File: config.mk
export PLATFORM = sky130hd
export DESIGN_NAME = up_down_counter
export DESIGN_NICKNAME = d
export VERILOG_FILES = /design/src/rtl/up_down_counter_pkg.sv /design/src/rtl/up_down_counter.sv
export SDC_FILE = /design/constraint.sdc
export NUM_CORES = 1
export LEC_CHECK = 0
export ABC_AREA = 0
export CORE_AREA = 8 8 45 47
export DETAILED_ROUTE_END_ITERATION = 12
export DIE_AREA = 0 0 53 55
export PLACE_DENSITY = 0.38
export SLEW_MARGIN = 20
export SYNTH_ARGS = -nofsm -noshare
export SYNTH_HDL_FRONTEND = slang
export SYNTH_SLANG_ARGS = --single-unit
File: constraint.sdc
create_clock -name clk -period 1.8 [get_ports clk]
set_clock_uncertainty 0.1 [all_clocks]
set_input_delay 0.54 -clock clk [delete_from_list [all_inputs] [get_ports clk]]
set_output_delay 0.54 -clock clk [all_outputs]
set_load 0.005 [all_outputs]
File: src/rtl/up_down_counter_pkg.sv
// rtl/up_down_counter_pkg.sv - shared direction encoding for up_down_counter
package up_down_counter_pkg;

  // Level of the mode input that selects each counting direction
  localparam logic DIR_UP   = 1'b1;
  localparam logic DIR_DOWN = 1'b0;

endpackage : up_down_counter_pkg

File: src/rtl/up_down_counter.sv
// rtl/up_down_counter.sv - modulo-NUM_STATES up/down counter with direction select
module up_down_counter
  import up_down_counter_pkg::*;
#(
  parameter int WIDTH      = 4,
  parameter int NUM_STATES = 8
) (
  input  logic             clk,
  input  logic             rst,
  input  logic             mode,
  output logic [WIDTH-1:0] data_out
);

  // Reject moduli that cannot be represented or cannot count at elaboration time
  if (NUM_STATES < 2 || longint'(NUM_STATES) > (64'd1 << WIDTH)) begin : g_bad_params
    $error("up_down_counter: NUM_STATES must lie in 2..2**WIDTH");
  end

  // Highest legal count; wrap is decided against this value, never by bus rollover
  localparam logic [WIDTH-1:0] LAST = WIDTH'(NUM_STATES - 1);

  logic [WIDTH-1:0] count_q;
  logic [WIDTH-1:0] count_d;

  // Next-state: out-of-range recovery first, then step or wrap in the selected direction
  always_comb begin
    count_d = count_q;
    if (count_q > LAST) begin
      count_d = '0;
    end else if (mode == DIR_UP) begin
      count_d = (count_q == LAST) ? '0 : count_q + WIDTH'(1);
    end else begin
      count_d = (count_q == '0) ? LAST : count_q - WIDTH'(1);
    end
  end

  // Count register; a low rst at the edge wins over any counting
  always_ff @(posedge clk) begin
    if (!rst) begin
      count_q <= '0;
    end else begin
      count_q <= count_d;
    end
  end

  assign data_out = count_q;

endmodule : up_down_counter

==> results of run 1 <==
[logic make-up after synthesis]
logic type | after synthesis | share of synthesized area
fa+ha+maj | 3 | 0.179
buf+inv | 2 | 0.0357
compound gates | 4 | 0.125
flops | 4 | 0.381
simple gates | 8 | 0.196
xor+xnor | 2 | 0.0833
[final timing paths]
kind / end / slack, ps
worst max register to register: data_out[3] / 490
worst max-delay path: data_out[2] / 50
worst min register to register: data_out[0] / 360
worst min-delay path: data_out[0] / 360
[area by class of cell]
cell class,instances,area (um2),share of cell area
multi-input combinational,17,123,0.375
sequential,4,83.8,0.257
timing repair buffer,7,70.1,0.215
clock buffer,3,22.5,0.0690
tap,16,20.0,0.0613
inverter,2,7.51,0.0230
[layout by cell type (no fill, tap or decap), drive strengths merged]
master	instances
or4	1
a21oi	2
nand4	1
dlymetal6s2s	1
xor2	2
clkdlybuf4s50	5
dfxtp	4
inv	2
nand2b	1
nor2b	1
o22a	1
nor2	3
clkbuf	3
buf	1
nand2	1
ha	3
o31ai	1
[where the power goes]
group          switching (uW)  internal, uW  leakage (uW)  total (uW)
sequential               16.6           105     0.0000339         122
combinational            35.3          52.3      0.000102        87.6
clock                    37.5          74.7     0.0000138         112
total                    89.4           232      0.000150         321
[routing by layer]
| metal | GRT usage | vias to the layer above | part of all wire | wire (um) |
|---|---|---|---|---|
| met5 | 0 | - | 0 | 0 |
| met4 | 0.0259 | 0 | 0 | 0 |
| met3 | 0.0401 | 0 | 0.15 | 67 |
| met2 | 0.0410 | 7 | 0.35 | 161 |
| met1 | 0.0440 | 78 | 0.50 | 230 |
| li1 | - | 102 | - | - |
[worst reg2reg max path, stage by stage (launching register included)]
cell     delay [ps]
dfxtp_2         340
or4_1           520
o22a_1          190
nor2_1          100
[timing repair]
| item | CTS | global route |
|---|---|---|
| setup buffers | 0 | 0 |
| endpoints found under the setup margin | 3 | 1 |
| cloned | 0 | 0 |
| gates resized for setup | 3 | 1 |
[per-stage QoR]
| stage | util | hold WS (ps) | total power [uW] | setup slack [ps] |
|---|---|---|---|---|
| 4_1_cts | 0.234 | 375 | 331 | 22.5 |
| 5_1_grt | 0.236 | 391 | 345 | 1.09 |
| 6_report | 0.236 | 360 | 321 | 50.0 |
| 3_3_place_gp | 0.215 | 399 | 213 | -127 |
| 3_5_place_dp | 0.215 | 393 | 211 | -104 |
| 2_1_floorplan | - | 362 | 166 | 352 |
==> summary.txt, run 1 <==
Setup path
  – Crit path buf inv count: 1
  – Worst Path Required: 1160 ps
  – CP Max Fanout: 6
  – Critical path's top delay family: buffers and inverters
  – Critical path type: reg2out
  – CP peak stage delay: 510 ps
  – Highest-delay cell along the critical path: clkdlybuf4s50_1
  – Crit. End Element: primary output
  – FF-to-FF Start: data_out[0]
  – Worst-path cell chain: clkdlybuf4s50_1
  – Arrival @ worst endpoint: 1110 ps
  – Crit path launch: data_out[2]
  – Element type at the critical path start: flop
  – Critical Path Stages: 1
  – Worst r2r path cells: 3

Pwr
  – Peak VDD IR: around 0.26 mV
  – Leak Pwr: 0.000150 uW
  – Pwr Density: 984 nW/um2

STA
  – Worst Tran Pin Value: ~200 ps
  – Endpoints failing setup: 0
  – Slew headroom: 0.866
  – Post-route minimum period: 1750 ps
  – RSZ-0062 raised after global routing: no
  – Fin. Hold Viols: 0
  – Fmax achieved: 571 MHz
  – Max-slew violations: 0
  – Setup TNS: 0 ps
  – Final period util: 0.972

Synth
  – Area contributors post-synth: dfxtp_1 38%, ha_1 18%, xor2_1 8.3%
  – Top cells by instance count after synthesis: 4 x dfxtp_1, 3 x ha_1, 3 x nor2_1
  – Count of different cell masters after synthesis: 13
  – Post-synth EDFFs: 0
  – Syn. warnings: 0
  – Mapped Area: 210 um2
  – Async set-reset flop share out of synthesis: 0
  – Most numerous cell in the Yosys netlist: dfxtp_1
  – Yosys top cell area share: 0.381
  – Area leader, netlist: dfxtp_1
  – Syn Inst Count: 23
  – Most used DFF post-synth: dfxtp_1
  – Syn_area_per_cell: 9.14 um2
  – Synth Net Count: 29
  – Sequential area share after synthesis: 0.381
  – Yosys reg bits: 4

GRT
  – GRT Util Overall: 0.0388
  – Number of global-route vias before repair: 191
  – GR Overflow Total: 0
  – Largest net degree at the start of global routing: 7
  – First-pass GRT wire length: between 700 and 800 um
  – Antenna violations before repair: 0

Clock tree
  – Cts-stage hold buffer count: 0
  – Worst-path clk slew: ~40 ps
  – CTS Buf Count: 3
  – H-Tree Level Count: 1
  – CTS Root Cell: clkbuf_4
  – Worst-Skew Late Latency: 230 ps
  – CTS tree: yes
  – Clk buf depth: 2
  – CTS Sinks: 4

Placement
  – Cells after DPL: 46
  – Dpl cell area: 298 um2
  – Final Wtd Congestion: between 0.6 and 0.7
  – Port Buffers: 6

Cells and area
  – Filler cell count: 156
  – Post-route design area: ~330 um2
  – P&R area growth vs syn: 55.4%
  – Layout net count: 41
  – Non-Filler Instances: 49
  – Layout cells sized above 1: 0.212
  – # diodes: 0
  – Largest register FFs: 4

Route
  – Vias/cell: 3.82
  – DRT iter0 DRCs: 1
  – Routed Antenna Nets: 0
  – DR WL/cell: 9.37 um
  – First-pass DRT Iterations: 2
  – Vias: 187
  – Final wirelength: 459 um
  – # DRC: 0

Floorplan
  – Die width: about 53 um
  – Ports: 7
  – Row count: 14
  – Die ar.: 2920 um2
  – Core area: roughly 1400 um2
  – Die span in y: roughly 55 um
  – Initial Util: 0.152

Outcome
  – Status: finished, final reports clean

Hold path
  – Hold_sp: data_out[0]
  – Hold Path Class: reg2reg
  – Hold Crit Depth: 1

Run
  – Maxcap violations: 0
Note: power is estimated with default switching activity, not from simulation.
==> inputs of run 2 (changes only) <==
- PLACE_DENSITY: 0.38 -> not set
- PLACE_DENSITY_LB_ADDON: not set -> 0.12
- clock period: 1.8 -> 1.98 ns (I/O delays scaled with it)
==> run 2 against run 1 <==
  * Via count increased by 4.3%
  * Sequential power down 11%
  * Cell count is the same
  * Clock power decreased by 9%
  * Global-route usage grew 0.71 points
  * First-iteration DRC count stayed put
  * Total power decreased by 9.4%
  * Worst hold slack better by 35 ps
  * Non-clock buffer count stayed put
  * Sequential share of layout area is 0.67 points lower
  * Setup slack improved by 46 ps
  * Critical endpoint is now data_out[0]
==> summary.txt, run 2 (synthesis results as in run 1) <==
Outcome
  – Status: finished, final reports clean (unchanged)

Setup path
  – CP Max Fanout: 6 (unchanged)
  – Worst-path cell chain: clkdlybuf4s50_1 (unchanged)
  – R2R setup slack: 640 ps (was 490 ps)
  – Crit. End Element: primary output (unchanged)
  – FF-to-FF Start: data_out[0] (unchanged)
  – Critical path type: reg2out (unchanged)
  – Element type at the critical path start: flop (unchanged)
  – Crit path buf inv count: 1 (unchanged)
  – CP peak stage delay: 540 ps (was 510 ps)
  – Worst r2r path cells: 3 (unchanged)
  – R2R Path End: data_out[3] (unchanged)
  – Critical path's top delay family: buffers and inverters (unchanged)
  – Highest-delay cell along the critical path: clkdlybuf4s50_1 (unchanged)
  – Arrival @ worst endpoint: 1190 ps (was 1110 ps)
  – Worst Path Required: 1290 ps (was 1160 ps)

Clock tree
  – CTS Buf Count: 3 (unchanged)
  – H-Tree Level Count: 1 (unchanged)
  – Worst-Skew Late Latency: 230 ps (about the same)
  – CTS Sinks: 4 (unchanged)
  – Worst-path clk slew: 40 ps (about the same)
  – Setup Fix Bufs, Post-CTS: 0 (unchanged)
  – Cts-stage hold buffer count: 0 (unchanged)
  – CTS Root Cell: clkbuf_4 (unchanged)
  – PostCTS Resize Cnt: 0 (was 3)
  – Clk buf depth: 2 (unchanged)
  – CTS tree: yes (unchanged)

Route
  – Vias/cell: 3.98 (was 3.82)
  – DRT iter0 DRCs: 1 (unchanged)
  – Routed Antenna Nets: 0 (unchanged)
  – First-pass DRT Iterations: 2 (unchanged)
  – Final wirelength: 472 um (was 459 um)
  – DR WL/cell: 9.63 um (was 9.37 um)
  – # DRC: 0 (unchanged)
  – Vias: 195 (was 187)

Pwr
  – P_sw: 81.7 uW (was 89.4 uW)
  – Total power: 291 uW (was 321 uW)
  – Clock network power share: 0.350 (was 0.349)
  – Seq pwr share: 0.372 (was 0.379)
  – Cell-internal power: 209 uW (was 232 uW)
  – Leak Pwr: 0.000137 uW (was 0.000150 uW)
  – Pwr Density: 909 nW/um2 (was 984 nW/um2)
  – Peak VDD IR: 0.275 mV (was 0.256 mV)
  – Switching Share: 0.281 (was 0.278)
  – Combinational share of power: 0.278 (was 0.273)

Floorplan
  – Ports: 7 (unchanged)
  – Die ar.: 2920 um2 (unchanged)
  – Row count: 14 (unchanged)
  – Die width: 53 um (unchanged)
  – Initial Util: 0.152 (unchanged)
  – Core area: 1380 um2 (unchanged)
  – Die span in y: 55 um (unchanged)

Cells and area
  – Largest register FFs: 4 (unchanged)
  – Register area: 80.1 um2 (was 83.8 um2)
  – Area occupied by multi-input gates: 123 um2 (unchanged)
  – Commonest non-fill, non-tap cells in the layout: 6 x clkdlybuf4s50_1, 4 x dfxtp_1, 3 x nor2_1, 3 x ha_1, 3 x clkbuf_4 (was 5 x clkdlybuf4s50_1, 3 x nor2_1, 3 x ha_1, 3 x clkbuf_4, 3 x dfxtp_2)
  – Layout net count: 41 (unchanged)
  – Non-Filler Instances: 49 (unchanged)
  – Layout cells sized above 1: 0.121 (was 0.212)
  – Post-route design area: 320 um2 (was 327 um2)
  – # diodes: 0 (unchanged)
  – P&R area growth vs syn: 52.4% (was 55.4%)
  – Most common cell after layout, fill and taps aside: clkdlybuf4s50_1 (unchanged)
  – Filler cell count: 158 (was 156)

Placement
  – Port Buffers: 6 (unchanged)
  – Final Wtd Congestion: 0.749 (was 0.613)
  – Dpl cell area: 298 um2 (unchanged)
  – Cells after DPL: 46 (unchanged)

STA
  – Final period util: 0.951
  – Worst Tran Pin Value: 202 ps (was 200 ps)
  – Fmax achieved: 531 MHz
  – Post-route minimum period: approximately 1900 ps
  – Fin. Hold Viols: 0 (unchanged)
  – Slew headroom: 0.865 (was 0.866)
  – Endpoints failing setup: 0 (unchanged)
  – Max-slew violations: 0 (unchanged)
  – RSZ-0062 raised after global routing: no (unchanged)

GRT
  – Number of global-route vias before repair: 206 (was 191)
  – Antenna violations before repair: 0 (unchanged)
  – GRT Util Overall: 0.0459 (was 0.0388)
  – First-pass GRT wire length: 938 um (was 765 um)
  – GR Overflow Total: 0 (unchanged)
  – Largest net degree at the start of global routing: 7 (unchanged)

Hold path
  – Hold Crit Depth: 1 (unchanged)
  – Hold_sp: data_out[0] (unchanged)
  – Min-Delay Endpoint: data_out[0] (unchanged)
  – Hold Path Class: reg2reg (unchanged)

Run
  – Maxcap violations: 0 (unchanged)
-- run 2: changes by cell type in the layout (fill, tap and decap cells not counted), sizes merged --
cell           previous run  this run
dlymetal6s2s              1         0
clkdlybuf4s50             5         6
-- run 2: through the flow --
stage | TNS, ps | utilization | worst slack [ps] | hold WS (ps)
finish | 0 | 0.231 | 96.2 | 395
global placement | -16.6 | 0.215 | -16.6 | 394
global route | 0 | 0.231 | 11.0 | 464
detailed placement | -0.0838 | 0.215 | -0.0838 | 384
CTS | 0 | 0.231 | 68.6 | 401
floorplan | 0 | - | 478 | 362
-- run 2: power groups by stage --
stage	combinational [uW]	clock (uW)	sequential, uW
after floorplan	43.3	0	108
after global placement	83.9	0	110
after detailed placement	81.8	0	111
after CTS	82.5	110	109
after global routing	94.2	119	113
final	80.8	102	108
-- run 2: layout make-up --
type                            instances  area share
Multi-Input combinational cell         17       0.383
Sequential cell                         4       0.250
Timing Repair Buffer                    7       0.211
Clock buffer                            3      0.0703
Tap cell                               16      0.0625
Inverter                                2      0.0234
-- run 2: how the worst max path moves through the flow --
stage,startpoint,to,slack (ps),cells after the start
floorplan,mode,data_out[3],480,3
global placement,mode,data_out[3],-20,4
detailed placement,mode,data_out[3],-0.08,4
CTS,data_out[0],data_out[0],70,1
global route,data_out[0],data_out[0],10,1
finish,data_out[0],data_out[0],100,1
-- run 2: per-layer routing --
layer	global-route usage	up-vias	routed length (um)
met4	0.0129	0	0
met1	0.0516	91	224
li1	-	99	-
met3	0.0481	0	40
met5	0	-	0
met2	0.0566	5	207
==> inputs of run 3 (changes only) <==
- CELL_PAD_IN_SITES_DETAIL_PLACEMENT: not set -> 0
- CELL_PAD_IN_SITES_GLOBAL_PLACEMENT: not set -> 1
- clock period: 1.98 -> 2.24 ns (I/O delays scaled with it)
==> run 3 against run 2 <==
  * Global-route usage shrank 0.44 points
  * Via count did not move
  * Core utilization unchanged
  * Final area unchanged
  * Sequential share of layout area unchanged
  * Largest cell class unchanged
==> summary.txt, run 3 (synthesis results as in run 1) <==
Route
  – DR WL/cell: 9.24 um (was 9.63 um)
  – Routed Antenna Nets: 0 (unchanged)
  – Vias/cell: 3.98 (unchanged)
  – # DRC: 0 (unchanged)
  – Vias: 195 (unchanged)
  – DRT iter0 DRCs: 2 (was 1)
  – First-pass DRT Iterations: 2 (unchanged)
  – Final wirelength: 453 um (was 472 um)

Clock tree
  – CTS Sinks: 4 (unchanged)
  – Worst-Skew Late Latency: 230 ps (about the same)
  – Worst-path clk slew: 40 ps (about the same)
  – Setup Fix Bufs, Post-CTS: 0 (unchanged)
  – PostCTS Resize Cnt: 0 (unchanged)
  – CTS Buf Count: 3 (unchanged)
  – Clk buf depth: 2 (unchanged)
  – CTS Root Cell: clkbuf_4 (unchanged)
  – CTS tree: yes (unchanged)
  – Cts-stage hold buffer count: 0 (unchanged)
  – H-Tree Level Count: 1 (unchanged)

Floorplan
  – Die ar.: 2920 um2 (unchanged)
  – Row count: 14 (unchanged)
  – Die span in y: 55 um (unchanged)
  – Die width: 53 um (unchanged)
  – Core area: 1380 um2 (unchanged)
  – Ports: 7 (unchanged)
  – Initial Util: 0.152 (unchanged)

STA
  – Post-route minimum period: 1960 ps
  – Setup TNS: 0 ps (unchanged)
  – RSZ-0062 raised after global routing: no (unchanged)
  – Max-slew violations: 0 (unchanged)
  – Worst Tran Pin Value: 208 ps (was 202 ps)
  – Slew headroom: 0.861 (was 0.865)
  – Worst setup margin: 276 ps (was 96.2 ps)
  – Final period util: 0.877
  – Endpoints failing setup: 0 (unchanged)
  – Fmax achieved: 509 MHz
  – Fin. Hold Viols: 0 (unchanged)

Cells and area
  – P&R area growth vs syn: 52.4% (unchanged)
  – Largest register FFs: 4 (unchanged)
  – Layout cells sized above 1: 0.121 (unchanged)
  – Most common cell after layout, fill and taps aside: clkdlybuf4s50_1 (unchanged)
  – # diodes: 0 (unchanged)
  – Commonest non-fill, non-tap cells in the layout: 6 x clkdlybuf4s50_1, 4 x dfxtp_1, 3 x nor2_1, 3 x ha_1, 3 x clkbuf_4 (unchanged)
  – Utilization after layout: 0.231 (unchanged)
  – Layout net count: 41 (unchanged)

Placement
  – DP HPWL: 372 um
  – Dpl ws: 175 ps (was -0.0838 ps)
  – Port Buffers: 6 (unchanged)
  – Final Wtd Congestion: 0.700 (was 0.749)

GRT
  – Largest net degree at the start of global routing: 7 (unchanged)
  – GRT Util Overall: 0.0415 (was 0.0459)
  – First-pass GRT wire length: 807 um (was 938 um)
  – Antenna violations before repair: 0 (unchanged)
  – Number of global-route vias before repair: 197 (was 206)
  – GR Overflow Total: 0 (unchanged)

Setup path
  – Critical path's top delay family: buffers and inverters (unchanged)
  – Crit. End Element: primary output (unchanged)
  – Highest-delay cell along the critical path: clkdlybuf4s50_1 (unchanged)
  – Arrival @ worst endpoint: 1190 ps (about the same)
  – Crit path buf inv count: 1 (unchanged)
  – CP Max Fanout: 6 (unchanged)
  – CP peak stage delay: 540 ps (about the same)
  – Worst-path cell chain: clkdlybuf4s50_1 (unchanged)
  – Critical path type: reg2out (unchanged)
  – Worst Path Required: 1470 ps (was 1290 ps)
  – Element type at the critical path start: flop (unchanged)

Run
  – Maxcap violations: 0 (unchanged)

Hold path
  – Hold Path Class: reg2reg (unchanged)

Pwr
  – Peak VDD IR: 0.243 mV (was 0.275 mV)
  – Pwr Density: 787 nW/um2 (was 909 nW/um2)
  – Leak Pwr: 0.000137 uW (unchanged)

Outcome
  – Status: finished, final reports clean (unchanged)
-- run 3: stage by stage --
step / hold WS, ps / total power [uW] / area, um2 / instances
floorplan: 362 / 134 / 210 / 23
global placement: 394 / 171 / 298 / 46
detailed placement: 398 / 169 / 298 / 46
CTS: 410 / 261 / 320 / 49
global route: 477 / 277 / 320 / 49
finish: 399 / 252 / 320 / 49
-- run 3: path summary, 6_finish.rpt --
kind,startpoint,end,slack (ps),depth (start not counted)
setup / recovery,data_out[0],data_out[0],280,1
hold / removal,data_out[0],data_out[0],400,1
setup reg to reg,data_out[0],data_out[3],900,3
hold reg to reg,data_out[0],data_out[0],400,1
-- run 3: report_power, final --
part / switching (uW) / internal (uW)
Clock: 25.8 / 59.7
Combinational: 28.4 / 42.3
Sequential: 13.4 / 82.4
Total: 67.7 / 184
-- run 3: final cells by class --
class,instances,area (um2)
Fill cell,156,1060
Multi-Input combinational cell,17,123
Sequential cell,4,80.1
Timing Repair Buffer,7,67.6
Clock buffer,3,22.5
Tap cell,16,20.0
Inverter,2,7.51
-- run 3: metal layers --
| layer | up-vias | wire length [um] | share of wire | track usage |
|---|---|---|---|---|
| met1 | 92 | 184 | 0.41 | 0.0303 |
| li1 | 100 | - | - | - |
| met5 | - | 0 | 0 | 0 |
| met4 | 0 | 0 | 0 | 0.0388 |
| met2 | 3 | 235 | 0.52 | 0.0664 |
| met3 | 0 | 33 | 0.073 | 0.0348 |
